## src/rtl/ifetch_buffer_if.sv

```systemverilog
// Bus bundle between the fetch buffer, the instruction ROM, the redirect
// source and the decode stage.
interface ifetch_buffer_if #(
  parameter int unsigned MEM_DEPTH = 16
);
  logic [MEM_DEPTH-1:0] imem_addr;
  logic [31:0]          imem_rdata;
  logic                 redirect_valid;
  logic [MEM_DEPTH-1:0] redirect_pc;
  logic                 dec_valid;
  logic                 dec_ready;
  logic [MEM_DEPTH-1:0] dec_pc;
  logic [31:0]          dec_instr;
  logic [3:0]           fq_count;

  // Fetch buffer side
  modport master (
    output imem_addr, dec_valid, dec_pc, dec_instr, fq_count,
    input  imem_rdata, redirect_valid, redirect_pc, dec_ready
  );

  // Environment side: ROM, redirect source and decode
  modport slave (
    input  imem_addr, dec_valid, dec_pc, dec_instr, fq_count,
    output imem_rdata, redirect_valid, redirect_pc, dec_ready
  );
endinterface

```

## src/rtl/ifetch_buffer.sv

```systemverilog
// Instruction fetch buffer: credit-based fetch from a synchronous ROM into a
// small FIFO feeding decode, with flush-and-restart on redirect.
module ifetch_buffer #(
  parameter int unsigned          MEM_DEPTH     = 16,
  parameter logic [MEM_DEPTH-1:0] PC_START_ADDR = '0,
  parameter int unsigned          FQ_DEPTH      = 4
) (
  input  logic                 clock,
  input  logic                 reset,
  ifetch_buffer_if.master      bus
);

  localparam int unsigned PTR_W = $clog2(FQ_DEPTH);
  localparam int unsigned CNT_W = 4;
  localparam int unsigned SUM_W = CNT_W + 1;

  typedef struct packed {
    logic [MEM_DEPTH-1:0] pc;
    logic [31:0]          instr;
  } fq_entry_t;

  logic [MEM_DEPTH-1:0] fetch_pc_q,   fetch_pc_d;
  logic                 pending_q,    pending_d;
  logic [MEM_DEPTH-1:0] pending_pc_q, pending_pc_d;
  logic [PTR_W-1:0]     wr_ptr_q,     wr_ptr_d;
  logic [PTR_W-1:0]     rd_ptr_q,     rd_ptr_d;
  logic [CNT_W-1:0]     count_q,      count_d;
  fq_entry_t            mem_q [FQ_DEPTH];
  fq_entry_t            mem_d [FQ_DEPTH];
  logic                 dec_valid_q,  dec_valid_d;
  fq_entry_t            head_q,       head_d;

  logic issue_c;
  logic push_c;
  logic pop_c;

  // Credit check counts the in-flight read so the queue can never overflow
  always_comb begin
    issue_c = 1'b0;
    push_c  = 1'b0;
    pop_c   = 1'b0;
    if (!bus.redirect_valid) begin
      issue_c = (SUM_W'(count_q) + SUM_W'(pending_q)) < SUM_W'(FQ_DEPTH);
      push_c  = pending_q;
      pop_c   = (count_q != '0) && bus.dec_ready;
    end
  end

  always_comb begin
    fetch_pc_d   = fetch_pc_q;
    pending_d    = 1'b0;
    pending_pc_d = pending_pc_q;
    wr_ptr_d     = wr_ptr_q;
    rd_ptr_d     = rd_ptr_q;
    count_d      = count_q;
    mem_d        = mem_q;

    if (bus.redirect_valid) begin
      fetch_pc_d = bus.redirect_pc & ~MEM_DEPTH'(3);
      wr_ptr_d   = '0;
      rd_ptr_d   = '0;
      count_d    = '0;
    end else begin
      if (issue_c) begin
        pending_d    = 1'b1;
        pending_pc_d = fetch_pc_q;
        fetch_pc_d   = fetch_pc_q + MEM_DEPTH'(4);
      end
      if (push_c) begin
        mem_d[wr_ptr_q] = '{pc: pending_pc_q, instr: bus.imem_rdata};
        wr_ptr_d        = wr_ptr_q + PTR_W'(1);
      end
      if (pop_c) begin
        rd_ptr_d = rd_ptr_q + PTR_W'(1);
      end
      case ({push_c, pop_c})
        2'b10:   count_d = count_q + CNT_W'(1);
        2'b01:   count_d = count_q - CNT_W'(1);
        default: count_d = count_q;
      endcase
    end

    // Decode outputs are registered from the post-update head
    dec_valid_d = (count_d != '0);
    head_d      = mem_d[rd_ptr_d];
  end

  always_ff @(posedge clock or negedge reset) begin
    if (!reset) begin
      fetch_pc_q   <= PC_START_ADDR;
      pending_q    <= 1'b0;
      pending_pc_q <= '0;
      wr_ptr_q     <= '0;
      rd_ptr_q     <= '0;
      count_q      <= '0;
      dec_valid_q  <= 1'b0;
      head_q       <= '0;
      for (int i = 0; i < int'(FQ_DEPTH); i++) begin
        mem_q[i] <= '0;
      end
    end else begin
      fetch_pc_q   <= fetch_pc_d;
      pending_q    <= pending_d;
      pending_pc_q <= pending_pc_d;
      wr_ptr_q     <= wr_ptr_d;
      rd_ptr_q     <= rd_ptr_d;
      count_q      <= count_d;
      dec_valid_q  <= dec_valid_d;
      head_q       <= head_d;
      mem_q        <= mem_d;
    end
  end

  assign bus.imem_addr = fetch_pc_q;
  assign bus.dec_valid = dec_valid_q;
  assign bus.dec_pc    = head_q.pc;
  assign bus.dec_instr = head_q.instr;
  assign bus.fq_count  = count_q;

  // A push into a full queue means the credit accounting is broken
  assert property (@(posedge clock) disable iff (!reset)
                   !(push_c && !pop_c && (count_q == CNT_W'(FQ_DEPTH))));

endmodule

```

## src/flat_wrapper.sv

```systemverilog
// flat-port wrapper written by rule: the top's interface ports become plain ports
module ifetch_buffer_flat 
#(
  parameter int unsigned          MEM_DEPTH     = 16,
  parameter logic [MEM_DEPTH-1:0] PC_START_ADDR = '0,
  parameter int unsigned          FQ_DEPTH      = 4
)
  (clock, reset, bus_imem_addr, bus_dec_valid, bus_dec_pc, bus_dec_instr, bus_fq_count, bus_imem_rdata, bus_redirect_valid, bus_redirect_pc, bus_dec_ready);
  ifetch_buffer_if #(.MEM_DEPTH(MEM_DEPTH)) bus_i ();
  input  logic clock;
  input  logic reset;
  output wire logic [$bits(bus_i.imem_addr)-1:0] bus_imem_addr;
  output wire logic [$bits(bus_i.dec_valid)-1:0] bus_dec_valid;
  output wire logic [$bits(bus_i.dec_pc)-1:0] bus_dec_pc;
  output wire logic [$bits(bus_i.dec_instr)-1:0] bus_dec_instr;
  output wire logic [$bits(bus_i.fq_count)-1:0] bus_fq_count;
  input wire logic [$bits(bus_i.imem_rdata)-1:0] bus_imem_rdata;
  input wire logic [$bits(bus_i.redirect_valid)-1:0] bus_redirect_valid;
  input wire logic [$bits(bus_i.redirect_pc)-1:0] bus_redirect_pc;
  input wire logic [$bits(bus_i.dec_ready)-1:0] bus_dec_ready;
  assign bus_imem_addr = bus_i.imem_addr;
  assign bus_dec_valid = bus_i.dec_valid;
  assign bus_dec_pc = bus_i.dec_pc;
  assign bus_dec_instr = bus_i.dec_instr;
  assign bus_fq_count = bus_i.fq_count;
  assign bus_i.imem_rdata = bus_imem_rdata;
  assign bus_i.redirect_valid = bus_redirect_valid;
  assign bus_i.redirect_pc = bus_redirect_pc;
  assign bus_i.dec_ready = bus_dec_ready;
  ifetch_buffer #(.MEM_DEPTH(MEM_DEPTH), .PC_START_ADDR(PC_START_ADDR), .FQ_DEPTH(FQ_DEPTH)) u_core (.clock(clock), .reset(reset), .bus(bus_i));
endmodule
```

## config.mk

```make
export PLATFORM = sky130hd
export DESIGN_NAME = ifetch_buffer_flat
export DESIGN_NICKNAME = d
export VERILOG_FILES = /design/src/rtl/ifetch_buffer_if.sv /design/src/rtl/ifetch_buffer.sv /design/src/flat_wrapper.sv
export SDC_FILE = /design/constraint.sdc
export NUM_CORES = 1
export LEC_CHECK = 0
export CAP_MARGIN = 40
export CORE_MARGIN = 2
export CORE_UTILIZATION = 57
export DETAILED_ROUTE_END_ITERATION = 16
export PLACE_DENSITY = 0.83
export SLEW_MARGIN = 40
export SYNTH_ARGS = -nofsm -noshare
export SYNTH_HDL_FRONTEND = slang
export SYNTH_SLANG_ARGS = --single-unit
```

## constraint.sdc

```tcl
create_clock -name clock -period 3.5 [get_ports clock]
set_input_delay 0.35 -clock clock [delete_from_list [all_inputs] [get_ports clock]]
set_output_delay 0.35 -clock clock [all_outputs]
set_load 0.02 [all_outputs]
```

* Word-level counts from Yosys, hierarchy flattened
Cells that the tools add are included.
Storage, ports and cells: register bits after elaboration 282, input port bits 52, output and inout bits 69
Operators by class: add/sub/neg operators 6, $lt $le $gt $ge 4, eq/ne operators 2, muxes and demuxes 21, bitwise gates (word level) 3, reduce and logical (&&, ||, !) cells 7
Operator list (number):
- $mux 192 | 2
- $bwmux 192 | 1
- $mux 48 | 3
- $bmux 48 s2 | 1
- $demux 48 s2 | 1
- $mux 16 | 2
- $add 16x3->16 const B | 1
- $mux 2 | 4
- $pmux 4 s2 | 1
- $reduce_bool 4->1 | 2
- $ge 3x3->1 const B | 2
- $not 2->3 | 2
- $add 4x1->5 | 1
- $lt 5x3->1 const B | 1
- $mux 1 | 5
- $add 2x1->2 const B | 2
- $add 4x1->4 const B | 1
- $mux 4 | 1
- $reduce_bool 2->1 | 2
- $sub 4x1->4 const B | 1
- $lt 3x1->1 const B | 1
- $eq 2x1->1 const B | 1
- $eq 2x2->1 const B | 1
- $logic_and 1x1->1 | 2
- 2 further kinds | 2

* Longest topological paths before layout
depth after elaboration 11, depth in mapped cells 11, gate-level depth less buffers 10

* Worst setup path after synthesis
Ideal clock, no wire load.
path type flip-flop to flip-flop, start point register u_core.count_q[1], in the netlist u_core.bus.fq_count[1], end point register u_core.dec_valid_q, in the netlist u_core.bus.dec_valid, library setup time 0.139 ns, data arrival time 2.878 ns, slack 0.484 ns, stages on the path, launching flop included 12, period minus slack after synthesis 3.016 ns, cells stage by stage dfrtp_1 -> buf_6 -> or4_4 -> and3b_4 -> ha_1 -> xor2_1 -> ha_1 -> a21oi_1 -> xor2_1 -> or3_1 -> a21oi_1 -> or4_1
On the way: longest elaborated chain between the ends 7, elaborated cells on any way between the ends 10
RTL lines:
- from (decl) | line ifetch_buffer.sv:27 | logic [CNT_W-1:0] count_q, count_d;
- from (signal assigned) | line ifetch_buffer.sv:107 | count_q <= count_d;
- $reduce_bool 4->1 | line ifetch_buffer.sv:45 | pop_c = (count_q != '0) && bus.dec_ready;
- $logic_and 1x1->1 | line ifetch_buffer.sv:45
- $mux 1 | line ifetch_buffer.sv:42 | if (!bus.redirect_valid) begin
- $eq 2x1->1 or $eq 2x2->1 (tied branches) | line ifetch_buffer.sv:76 | case ({push_c, pop_c})
- $pmux 4 s2 (*) | line ifetch_buffer.sv:76
- $mux 4 (*) | line ifetch_buffer.sv:58 | if (bus.redirect_valid) begin
- named net u_core.count_d[2] | line ifetch_buffer.sv:27
- $reduce_bool 4->1 (*) | line ifetch_buffer.sv:84 | dec_valid_d = (count_d != '0);
- named net u_core.dec_valid_d | line ifetch_buffer.sv:30 | logic dec_valid_q, dec_valid_d;
- to (signal assigned) | line ifetch_buffer.sv:108 | dec_valid_q <= dec_valid_d;
- to (decl) | line ifetch_buffer.sv:30
The timed path passes the listed nets; every way through them passes the cells marked *. A chain may end at the register's enable or synchronous reset.

* Worst setup path in the final report
Ends and elaborated chain as after synthesis.

==> summary.md <==
| Metric | Value |
|---|---|
| Post-Route Utilization | 0.7008 |
| HPWL after DPL | approximately 14000 µm |
| Number of global-route vias before repair | around 7k |
| All-Layer GR Usage | 0.2082 |
| Multi-input gate area | approximately 4500 µm² |
| CTS resizes | 0 |
| DR pass1 iterations | 4 |
| DIE HEIGHT | ~150 µm |
| Synth Warn # | 0 |
| # fillers | 1403 |
| Synth-to-layout area growth | 20.41% |
| Port Buf Inserts | roughly 120 |
| Hold crit path type | input pin to async pin |
| Synth cell types | 36 |
| FF-to-FF Start | u_core.bus.fq_count[1] |
| Core Box Area | 20230 µm² |
| Final Hold Fails | 0 |
| Max_slew headroom | 0.5481 |
| Highest-count cells in the layout ignoring fill and taps | dfrtp_1, mux2_2, mux2i_1 |
| Sequential power share | 0.439 |
| Reg2Reg Depth | 10 |
| Routed WL | 21950 µm |
| Switching Power | about 3 mW |
| I/O Pins | around 120 |
| Place WS | 0.4413 ns |
| CP required | around 3.9 ns |
| Final GP Congestion | between 0.7 and 0.8 |
| Syn avg cell area | roughly 15 µm² |
| Final setup skew | ~0.009 ns |
| # DRC | 0 |
| Final worst slack | 0.4170 ns |
| Post-CTS setup buffer count | 0 |
| Die area | approximately 22000 µm² |
| # nets final | about 1000 |
| Fmax | roughly 320 MHz |
| Seq cells post-synth | between 200 and 300 |
| Post-Syn Area | about 12000 µm² |
| Sequential Area | slightly below 7000 µm² |
| Non-filler cells in the finished layout | 1201 |
| Clk pwr share | 0.274 |
| Clk root buf | clkbuf_16 |
| Initial Util | 0.5821 |
| Commonest non-fill, non-tap cell in the layout | dfrtp_1 |
| Design Power | between 10 and 15 mW |
| RSZ-0062 raised after global routing | no |
| Clock latency on the worst-skew pair | 0.52 ns |
| Site Rows | 52 |
| Register area share after synthesis | 0.5907 |
| CTS tree | yes |
| Setup TNS | 0 ns |
| Grt total ovfl | 0 |
| Critical Path Start Type | flop |
| First-pass GRT wire length | 36970 µm |
| Slowest CP cell | or4_4 |
| Die W | 147.7 µm |
| Internal power | around 7.8 mW |
| Max-Cap Viols | 0 |
| Avg WL per Cell | 18.28 µm |
| Final Max Tran Viols | 0 |
| FF-to-FF End | u_core.bus.dec_valid |
| PD cells | ~760 nW/µm² |
| Clock buffer depth | 3 |
| VDD IR-drop max | 0.5102 mV |
| Number of vias per cell | between 5 and 6 |
| Share of layout cells above drive strength 1 | 0.2997 |
| Initial antenna violation count | 0 |
| Critical Path, Cell by Cell | or4_4 -> and3b_4 -> ha_1 -> xor2_1 -> ha_1 -> a21oi_1 -> xor2_1 -> or3_1 -> a21oi_1 -> or4_1 |
| Synth Instances | roughly 790 |
| CTS H-tree lvls | 1 |
| Worst Path Max Fanout | 9 |
| Leakage | between 6 and 7 nW |
| Arr. time, crit path | approximately 3.5 ns |
| Via count of the routed design | around 6.6k |
| Final setup fails | 0 |
| R2R Setup Slk | about 0.42 ns |
| Ant diodes | 0 |
| Register clock-pin slew on the reported worst setup and hold paths | approximately 0.06 ns |
| Cts bufs inserted | 28 |
| Final period util | 0.8809 |
| Sw Share | 0.2780 |
| Sink Count | about 280 |
| Cell total after placement | ~1.2k |
| Worst Setup Path Type | flop to flop |
| Tmin final | between 3 and 4 ns |
| Worst Setup End Kind | flop |
| DRT iter0 DRCs | between 300 and 400 |
| Outcome | finished clean |
| Logic pwr share | 0.287 |
| CP max stage delay | 0.55 ns |
| Slew @ Worst Pin | 0.6754 ns |
| Beginning of the critical path | u_core.bus.fq_count[1] |
| Largest net degree at the start of global routing | 108 |
| Final ANT Viol Nets | 0 |
-- critical path, delay by kind of cell (launching register included) --
family          cells  cell delay [ns]
fa+ha+maj           2             0.46
simple gates        4             1.43
compound gates      2             0.21
flops               1             0.48
xor+xnor            2             0.37
-- area by class of cell --
| cell class | count | area share |
|---|---|---|
| Sequential cell | 278 | 0.4906 |
| Tap cell | 270 | 0.02382 |
| Clock buffer | 42 | 0.05956 |
| Timing Repair Buffer | 138 | 0.1025 |
| Multi-Input combinational cell | 462 | 0.3161 |
| Inverter | 4 | 0.001059 |
| Clock inverter | 7 | 0.006353 |
-- stage by stage --
step | hold slack (ns) | instance area [µm²]
2_1_floorplan | 0.05441 | 11780
3_3_place_gp | 0.4410 | 13200
3_5_place_dp | 0.4471 | 13210
4_1_cts | 0.3733 | 14150
5_1_grt | 0.2876 | 14180
6_report | 0.2769 | 14180
-- power by group through the flow --
stage / Clock [mW] / Sequential, mW / Combinational (mW)
after floorplan: 0 / 5.00 / 1.80
after global placement: 0 / 4.73 / 3.01
after detailed placement: 0 / 4.80 / 3.10
after CTS: 3.01 / 4.75 / 3.13
after global routing: 3.17 / 4.86 / 3.37
final: 2.96 / 4.74 / 3.09
-- state kept, by name, indices dropped and copies added (netlist names) --
name / cells
u_core.pending_q: 1
u_core.bus.dec_instr: 32
u_core.bus.dec_pc: 16
u_core.pending_pc_q: 14
u_core.bus.fq_count: 4
u_core.rd_ptr_q: 2
u_core.bus.dec_valid: 1
u_core.mem_q: 192
u_core.wr_ptr_q: 2
u_core.bus.imem_addr: 14
-- cell usage after synthesis (all sizes together) --
library cell  count  area share
a211o             1     0.00074
a21oi             3      0.0013
a311oi            1     0.00074
and2             10      0.0053
and3              3      0.0016
and3b             1      0.0011
buf              24       0.021
bufbuf            2      0.0032
clkbuf           19      0.0061
conb              1     0.00032
dfrtp           278        0.59
ha                8      0.0085
inv               4      0.0013
mux2            205        0.20
mux2i           142        0.12
nand2            24      0.0076
nand2b            1     0.00053
nand3             6      0.0025
nand4             2      0.0011
nand4b            1     0.00074
nor2              7      0.0022
nor2b             4      0.0021
nor3              3      0.0013
nor4              1     0.00053
o21ai            16      0.0068
or3               1     0.00053
or4               2      0.0016
xnor2             7      0.0052
xor2             11      0.0082
-- cell families (layout without fill, tap and decap cells) --
family | Yosys count | in the layout | synth area share
muxes | 347 | 347 | 0.3178
DFF | 278 | 278 | 0.5907
and+or+nand+nor | 66 | 66 | 0.02879
buffers and inverters | 49 | 191 | 0.03102
AOI/OAI and AO/OA | 21 | 21 | 0.009561
xor gates and xnor gates | 18 | 18 | 0.01339
adders and majority gates | 8 | 8 | 0.008499
other | 1 | 2 | 0.0003184
-- layer usage --
| metal | wire length (µm) | up-vias | global-route usage |
|---|---|---|---|
| met2 | 11190 | 114 | 0.3688 |
| met5 | 0 | - | 0 |
| met1 | 9751 | 3408 | 0.2785 |
| li1 | - | 3015 | - |
| met3 | 687 | 24 | 0.02562 |
| met4 | 322 | 0 | 0.04471 |
-- worst max-delay path by stage --
stage               slack (ns)              endpoint  depth (start not counted)
floorplan                 0.48  u_core.bus.dec_valid                         11
global placement          0.50  u_core.bus.dec_valid                         10
detailed placement        0.44  u_core.bus.dec_valid                         10
CTS                       0.42  u_core.bus.dec_valid                         10
global route              0.26  u_core.bus.dec_valid                         10
finish                    0.42  u_core.bus.dec_valid                         10
-- timing repair --
action	4_1_cts	5_1_grt
endpoints found under the setup margin	0	0
hold buffers	1	0
endpoints found under the hold margin	104	0
(Power assumes the default switching activity.)
